$ cat src/rtl/yu_core_pkg.sv
// ============================================================================
// Module  : yu_core_pkg
// Brief   : Shared next-PC select codes, fetch state encoding and NOP word.
// Revision: 1.0 - initial release
// ============================================================================
`default_nettype none

package yu_core_pkg;

  typedef enum logic [1:0] {
    PC_SEL_SEQ    = 2'b00,
    PC_SEL_BRANCH = 2'b01,
    PC_SEL_JUMP   = 2'b10,
    PC_SEL_TRAP   = 2'b11
  } pc_sel_e;

  typedef enum logic [1:0] {
    IDLE  = 2'd0,
    FETCH = 2'd1,
    VALID = 2'd2
  } fetch_state_e;

  localparam logic [31:0] NOP_INSTR = 32'h0000_0013;

endpackage

`default_nettype wire

$ cat src/rtl/mux4.sv
// ============================================================================
// Module  : mux4
// Brief   : Generic parameterised 4-input multiplexer.
// Revision: 1.0 - initial release
// ============================================================================
`default_nettype none

module mux4 #(
  parameter int WIDTH = 32
) (
  input  logic [1:0]       sel,
  input  logic [WIDTH-1:0] d0,
  input  logic [WIDTH-1:0] d1,
  input  logic [WIDTH-1:0] d2,
  input  logic [WIDTH-1:0] d3,
  output logic [WIDTH-1:0] y
);

  always_comb begin
    y = d0;
    case (sel)
      2'd0:    y = d0;
      2'd1:    y = d1;
      2'd2:    y = d2;
      default: y = d3;
    endcase
  end

endmodule

`default_nettype wire

$ cat src/rtl/pc_next_sel.sv
// ============================================================================
// Module  : pc_next_sel
// Brief   : Combinational 4-way next-PC select with word-alignment check.
// Revision: 1.0 - initial release
// ============================================================================
`default_nettype none

module pc_next_sel
  import yu_core_pkg::*;
#(
  parameter int XLEN = 32
) (
  input  logic [XLEN-1:0] pc,
  input  logic [1:0]      pc_select,
  input  logic [XLEN-1:0] branch_target,
  input  logic [XLEN-1:0] jump_target,
  input  logic [XLEN-1:0] trap_vector,
  output logic [XLEN-1:0] next_pc,
  output logic            misaligned
);

  logic [XLEN-1:0] w_pc_plus4;
  logic [XLEN-1:0] w_jump_pc;
  logic [XLEN-1:0] w_trap_pc;

  assign w_pc_plus4 = pc + XLEN'(4);
  assign w_jump_pc  = jump_target & ~XLEN'(1);
  assign w_trap_pc  = trap_vector & ~XLEN'(3);

  mux4 #(
    .WIDTH (XLEN)
  ) u_mux (
    .sel (pc_select),
    .d0  (w_pc_plus4),
    .d1  (branch_target),
    .d2  (w_jump_pc),
    .d3  (w_trap_pc),
    .y   (next_pc)
  );

  // The trap vector is trusted as-is; only computed targets are checked.
  assign misaligned = (next_pc[1:0] != 2'b00) && (pc_select != PC_SEL_TRAP);

endmodule

`default_nettype wire

$ cat src/rtl/pc_fetch_unit.sv
// ============================================================================
// Module  : pc_fetch_unit
// Brief   : PC register, fetch sequencer and retired-instruction counter.
// Revision: 1.0 - initial release
// ============================================================================
`default_nettype none

module pc_fetch_unit
  import yu_core_pkg::*;
#(
  parameter int                XLEN          = 32,
  parameter logic [XLEN-1:0]   RESET_VECTOR  = '0,
  parameter int                INSTRET_WIDTH = 64
) (
  input  logic                     clk,
  input  logic                     rst_n,
  input  logic [1:0]               pc_select,
  input  logic [XLEN-1:0]          branch_target,
  input  logic [XLEN-1:0]          jump_target,
  input  logic [XLEN-1:0]          trap_vector,
  input  logic                     commit,
  input  logic                     stall,
  output logic                     imem_req,
  output logic [XLEN-1:0]          imem_addr,
  input  logic                     imem_ready,
  input  logic [31:0]              imem_rdata,
  output logic                     inst_valid,
  output logic [31:0]              inst,
  output logic [XLEN-1:0]          pc,
  output logic                     misalign_exc,
  output logic [INSTRET_WIDTH-1:0] instret
);

  fetch_state_e             r_state;
  logic [XLEN-1:0]          r_pc;
  logic                     r_imem_req;
  logic                     r_inst_valid;
  logic [31:0]              r_inst;
  logic                     r_misalign_exc;
  logic [INSTRET_WIDTH-1:0] r_instret;

  logic [XLEN-1:0]          w_next_pc;
  logic                     w_misaligned;
  logic [XLEN-1:0]          w_trap_pc;
  logic                     w_accept;

  pc_next_sel #(
    .XLEN (XLEN)
  ) u_next_sel (
    .pc            (r_pc),
    .pc_select     (pc_select),
    .branch_target (branch_target),
    .jump_target   (jump_target),
    .trap_vector   (trap_vector),
    .next_pc       (w_next_pc),
    .misaligned    (w_misaligned)
  );

  assign w_trap_pc = trap_vector & ~XLEN'(3);
  assign w_accept  = (r_state == VALID) && commit && !stall;

  always_ff @(posedge clk or negedge rst_n) begin
    if (!rst_n) begin
      r_state        <= IDLE;
      r_pc           <= RESET_VECTOR;
      r_imem_req     <= 1'b0;
      r_inst_valid   <= 1'b0;
      r_inst         <= NOP_INSTR;
      r_misalign_exc <= 1'b0;
      r_instret      <= '0;
    end else begin
      r_misalign_exc <= 1'b0;
      case (r_state)
        IDLE: begin
          r_state    <= FETCH;
          r_imem_req <= 1'b1;
        end
        FETCH: begin
          if (r_imem_req && imem_ready) begin
            r_inst       <= imem_rdata;
            r_imem_req   <= 1'b0;
            r_inst_valid <= 1'b1;
            r_state      <= VALID;
          end
        end
        VALID: begin
          if (w_accept) begin
            // A misaligned computed target redirects to the trap handler.
            r_pc           <= w_misaligned ? w_trap_pc : w_next_pc;
            r_misalign_exc <= w_misaligned;
            r_instret      <= r_instret + INSTRET_WIDTH'(1);
            r_inst_valid   <= 1'b0;
            r_imem_req     <= 1'b1;
            r_state        <= FETCH;
          end
        end
        default: begin
          r_state      <= IDLE;
          r_imem_req   <= 1'b0;
          r_inst_valid <= 1'b0;
        end
      endcase
    end
  end

  assign imem_req     = r_imem_req;
  assign imem_addr    = r_pc;
  assign inst_valid   = r_inst_valid;
  assign inst         = r_inst;
  assign pc           = r_pc;
  assign misalign_exc = r_misalign_exc;
  assign instret      = r_instret;

endmodule

`default_nettype wire

$ cat config.mk
export PLATFORM = sky130hd
export DESIGN_NAME = pc_fetch_unit
export DESIGN_NICKNAME = d
export VERILOG_FILES = /design/src/rtl/yu_core_pkg.sv /design/src/rtl/mux4.sv /design/src/rtl/pc_next_sel.sv /design/src/rtl/pc_fetch_unit.sv
export SDC_FILE = /design/constraint.sdc
export NUM_CORES = 1
export LEC_CHECK = 0
export BUFFER_PORTS_ARGS = -buffer_cell sky130_fd_sc_hd__buf_2
export CAP_MARGIN = 40
export CELL_PAD_IN_SITES_DETAIL_PLACEMENT = 0
export CELL_PAD_IN_SITES_GLOBAL_PLACEMENT = 1
export CORE_ASPECT_RATIO = 0.9
export CORE_UTILIZATION = 32
export CTS_CLUSTER_DIAMETER = 150
export CTS_CLUSTER_SIZE = 28
export DETAILED_ROUTE_END_ITERATION = 10
export GPL_ROUTABILITY_DRIVEN = 1
export PLACE_DENSITY_LB_ADDON = 0.1
export SLEW_MARGIN = 20
export SYNTH_ARGS = -nofsm -noshare
export SYNTH_HDL_FRONTEND = slang
export SYNTH_SLANG_ARGS = --single-unit
$ cat constraint.sdc
create_clock -name clk -period 2.1 [get_ports clk]
set_clock_uncertainty 0.2 [all_clocks]
set_input_delay 0.105 -clock clk [delete_from_list [all_inputs] [get_ports clk]]
set_output_delay 0.105 -clock clk [all_outputs]
set_load 0.03 [all_outputs]
== Yosys cells after proc, flatten, opt, wreduce, memory -nomap -nowiden ==
Cells that the tools add are included.

* Equal/unequal tests: 7
* Reduce and logical (&&, ||, !) cells: 12
* Multiplexer cells: 13
* Bitwise operators: 1
* $add $sub $neg: 2

{| class="wikitable"
|+ Operators with widths
! kind !! number
|-
| $pmux 32 s3 || 1
|-
| $add 64x1->64 const B || 1
|-
| $add 32x3->32 const B || 1
|-
| $mux 32 || 1
|-
| $mux 1 || 6
|-
| $ne 2x2->1 const B || 3
|-
| $pmux 1 s3 || 2
|-
| $pmux 2 s3 || 1
|-
| $reduce_and 2->1 || 3
|-
| $eq 2x1->1 const B || 2
|-
| $eq 2x2->1 const B || 2
|-
| $logic_and 1x1->1 || 4
|-
| $logic_not 2->1 || 2
|-
| $mux 2 || 2
|-
| $reduce_and 3->1 || 1
|-
| $reduce_bool 2->1 || 1
|-
| $logic_not 1->1 || 1
|-
| $not 1->1 || 1
|}

* Logic and storage cells: 42
* Input bits: 135
* Output and inout bits: 163
* Register bits after elaboration: 133

== Logic depth before layout (Yosys ltp) ==
* Depth in word-level cells: 6
* Mapped depth: 7
* Depth with buffers taken out: 6

== Modules after synthesis ==
From an unflattened synthesis, not the netlist that was laid out.

* Cells, all modules: 665
* Area, all modules: 7452.1 µm²

{| class="wikitable"
|+ Modules (own cells, without submodules)
! module !! area an instance (µm²) !! instances !! seq. area each (µm²) !! cells each
|-
| pc_fetch_unit || 6059.6 || 1 || 3306.9 || 542
|-
| mux4 || 814.5 || 1 || 0.0 || 39
|-
| pc_next_sel || 578.1 || 1 || 0.0 || 84
|}

== Worst setup path before layout ==
No wires, ideal clock.

* Path type: register -> register
* Start: register r_pc[7], in the netlist imem_addr[7]
* End: register r_pc[31], in the netlist imem_addr[31]
* Buffers on the path: 2
* Arrival: 2.084 ns
* Cell stages (with the launch flop): 8
* Data required time: 1.774 ns
* Period minus slack after synthesis: 2.410 ns
* Path slack: -0.310 ns
* Library setup time: 0.126 ns
* Path through: dfrtp_1 > buf_2 > nand4_4 > or4_1 > buf_2 > nor2_1 > a31oi_1 > a221o_1

* Word-level cells in the longest chain between the ends: 3

{| class="wikitable"
|+ RTL lines
! what !! line !! RTL
|-
| start: declaration || pc_fetch_unit.sv:35 || <nowiki>logic [XLEN-1:0] r_pc;</nowiki>
|-
| start signal: assignment || pc_fetch_unit.sv:89 || <nowiki>r_pc <= w_misaligned ? w_trap_pc : w_next_pc;</nowiki>
|-
| $add 32x3->32 || pc_next_sel.sv:26 || <nowiki>assign w_pc_plus4 = pc + XLEN'(4);</nowiki>
|-
| $pmux 32 s3 || mux4.sv:21 || <nowiki>case (sel)</nowiki>
|-
| $mux 32 || pc_fetch_unit.sv:89 ||
|}

Every way passes these cells.
A chain may end at the register's enable or synchronous reset.

== Worst setup path after layout ==
* Start: register r_pc[13], in the netlist imem_addr[13]
* End: register r_pc[27], in the netlist imem_addr[27]

Same word-level chain as after synthesis.

==> impl_metrics.csv <==
group,metric,value,unit
layout,drive_above_1_share,45.8,%
power,power_density,1040,nW/µm²
placement,place_congestion,0.834,
critical_path,path_cells,"nand4_1 > or4_1 > buf_6 > nor3_4 > mux2i_1 > a211o_1",
placement,dp_hpwl,19500,µm
synth,synth_area_leaders,"dfrtp_1, mux2_2, xnor2_1, xor2_1, buf_4",
timing,setup_viol,1,
synth,post_synth_inst_count,772,
synth,synth_flop_cell,"dfrtp_1",
power,leakagePower,5.85,nW
power,finalPower,12.6,mW
global_route,grt_max_degree,58,
critical_path,critPathCaptureType,"flip-flop",
synth,synth_edf_count,0,
drt,drc,0,
critical_path,r2r_cells,6,
placement,port_buffers,294,
cts,cts_tree,"yes",
worst_hold_path,hp-start,"branch_target[6]",
critical_path,startpoint_type,"flip-flop",
die,num_rows,52,
cts,cts.clk_slew.worst_paths,0.07,ns
global_route,grt.total_usage,23.2,%
cts,htree_levels,4,
critical_path,r2r_start,"imem_addr[13]",
timing,fmax,0.475,GHz
timing,layout_setup_ws,-0.00421,ns
drt,num_vias,7844,
synth,synth_warnings,0,
synth,postSynthAreaPerCell,9.55,µm²
worst_hold_path,hold_depth,5,
critical_path,worstPathRequired,2.20,ns
timing,drv_slew,0,
critical_path,rrSetupSlack,-0.004,ns
die,core,22500,µm²
drt,dr.pass1.iters,5,
cts,root_buffer,"clkbuf_16",
layout,syn_to_final_growth,64.2,%
critical_path,critical_path_class,"flip-flop to flip-flop",
drt,drt_iter0_markers,373,
run_status,status,"finished with violations",
timing,fin_crit,2.10,ns
cts,clockBufferDepth,2,
synth,async_flop_share,100,%
placement,place_ws,-0.125,ns
critical_path,reg2reg_to,"imem_addr[27]",
synth,synth_nets,909,
synth,yosysTopAreaCell,"dfrtp_1",
global_route,grt_first_pass_wirelength,42800,µm
die,start_util,32.7,%
worst_hold_path,min_path_type,"input port to flip-flop",
global_route,grt-ovfl-total,0,
worst_hold_path,holdPathEnd,"imem_addr[6]",
timing,post-route-period-util,100,%
timing,hold_viol_final,1,
drt,routed_wl,27800,µm
timing,rsz0062_at_grt,"true",
timing,relSlewSlack,63.3,%
synth,syn-cell-area,7370,µm²
critical_path,worstPathArrival,2.20,ns
synth,synth-seq-cells,132,
die,ios,298,
synth,ys_types,63,
critical_path,critPathMaxStageDelay,0.56,ns
critical_path,path_max_fanout,6,
timing,worst_slew_pin_slew,0.551,ns
run_status,violations,"hold timing, setup timing",
global_route,antenna_found_initial,0,
global_route,grt_pass1_vias,7801,
power,max-vdd-ir-drop,771,µV
layout,num-nets-final,1404,
timing,hold_ws,-0.0220,ns
die,die_x,162,µm
run,drv_cap,0,
drt,routed_via_density,4.97,
cts,cts.sinks,132,
die,dieHeight,146,µm
cts,clock_latency,0.42,ns
critical_path,cp_slowest_cell,"or4_1",
layout,antenna_cells,0,
synth,ys_seq_area_share,44.9,%
die,dieArea,23600,µm²
drt,ant_nets,0,
synth,yosys.area.top_type_share,43.8,%
cts,cts-buffers-inserted,17,
drt,drt-wirelength-per-cell,17.6,µm
## through the flow
stage	hold WS [ns]	utilization, %	instances	TNS, ns	instance area, µm²
2_1_floorplan	-0.391	-	772	-0.271	7460
3_3_place_gp	-0.177	43.7	1407	-0.134	9830
3_5_place_dp	-0.177	43.7	1407	-0.353	9830
4_1_cts	0.000991	51.4	1549	-0.0760	11600
5_1_grt	0.0105	53.7	1577	-0.874	12100
6_report	-0.0220	53.7	1577	-0.00421	12100
## cells by family (layout without fill, tap and decap cells)
logic type                 count (synthesis)  after routing  share of synthesized area (%)
and+or+nand+nor                          302            302                           21.9
AOI/OAI and AO/OA                        145            145                           13.1
DFF                                      132            132                           44.9
buffers and inverters                     87            595                           6.28
xor gates and xnor gates                  68             68                           8.08
muxes                                     36             36                           5.45
adders and majority gates                  2              2                          0.340
## cell usage in the layout (no fill, tap or decap), types with 6 or more instances in the layout
| cell type | n |
|---|---|
| buf_2 | 294 |
| buf_4 | 129 |
| dlygate4sd3_1 | 109 |
| dfrtp_1 | 107 |
| nand2_1 | 59 |
| nor2_1 | 54 |
| o21ai_0 | 43 |
| xnor2_1 | 40 |
| mux2_2 | 33 |
| nand4_1 | 31 |
| nand3_1 | 31 |
| xor2_1 | 28 |
| a21oi_1 | 25 |
| dfrtp_2 | 22 |
| nor3_1 | 19 |
| clkbuf_16 | 17 |
| and3_1 | 15 |
| inv_1 | 13 |
| o211ai_1 | 13 |
| and2_1 | 12 |
| and4_1 | 12 |
| buf_12 | 8 |
| buf_6 | 8 |
| inv_6 | 7 |
| o31ai_1 | 6 |
## metal layers
layer,up-vias,GRT usage [%],routed length (µm)
met1,3769,31.2,12600
li1,3771,-,-
met5,-,0,0
met3,21,5.04,1710
met4,0,5.33,365
met2,283,37.8,13100
## worst max-delay path: cells and delay by family (launching register included)
family | cells | cell delay, ns
simple gates | 3 | 0.84
flops | 1 | 0.39
mux | 1 | 0.10
compound gates | 1 | 0.27
buf+inv | 1 | 0.17
## cell usage after synthesis (all sizes together), types with 6 or more instances
cell       n
and4      15
o31ai      6
xnor2     40
or3        6
mux2      33
inv       13
nor3      27
nor4      14
xor2      28
o21ai     46
dfrtp    129
nor2      60
and3      17
clkbuf    29
buf       44
o2bb2ai    6
o211ai    13
nand2     60
nand4     32
and2      13
nand3     34
a21oi     27
## how the worst max path moves through the flow
stage | start | end | slack, ns
finish | imem_addr[13] | imem_addr[27] | -0.004
CTS | imem_req | instret[60] | -0.03
global route | imem_req | instret[34] | -0.07
detailed placement | imem_req | imem_addr[7] | -0.13
floorplan | imem_addr[12] | imem_addr[31] | -0.09
global placement | imem_req | imem_addr[7] | -0.08
## sequential cells by signal, summed over array words and instances, names as in the netlist
name	flops
imem_req	1
misalign_exc	1
r_state	1
imem_addr	32
instret	64
inst_valid	1
inst	32
## cell type report
type | instances | area [µm²]
fillers | 2119 | 10400
multi-input cells | 553 | 3960
repair buffers | 549 | 3800
flip-flops and latches | 132 | 3330
clock buffers | 17 | 425
well taps | 297 | 372
clock inverters | 15 | 158
inverters | 14 | 52.6
## where the power goes
group	switching (mW)	leakage (nW)	internal, mW
sequential	0.556	1.63	3.23
clock	1.40	0.288	1.59
combinational	3.61	3.92	2.20
## timing repair
| action | CTS | global route |
|---|---|---|
| pin swaps | 1 | 29 |
| cloned | 0 | 1 |
| endpoints found under the setup margin | 16 | 71 |
| resized for setup | 14 | 56 |
| hold buffers | 110 | 0 |
| hold endpoints to repair | 195 | 0 |
| buffers inserted | 0 | 27 |
No activity file was read; power rests on OpenSTA's default activity.
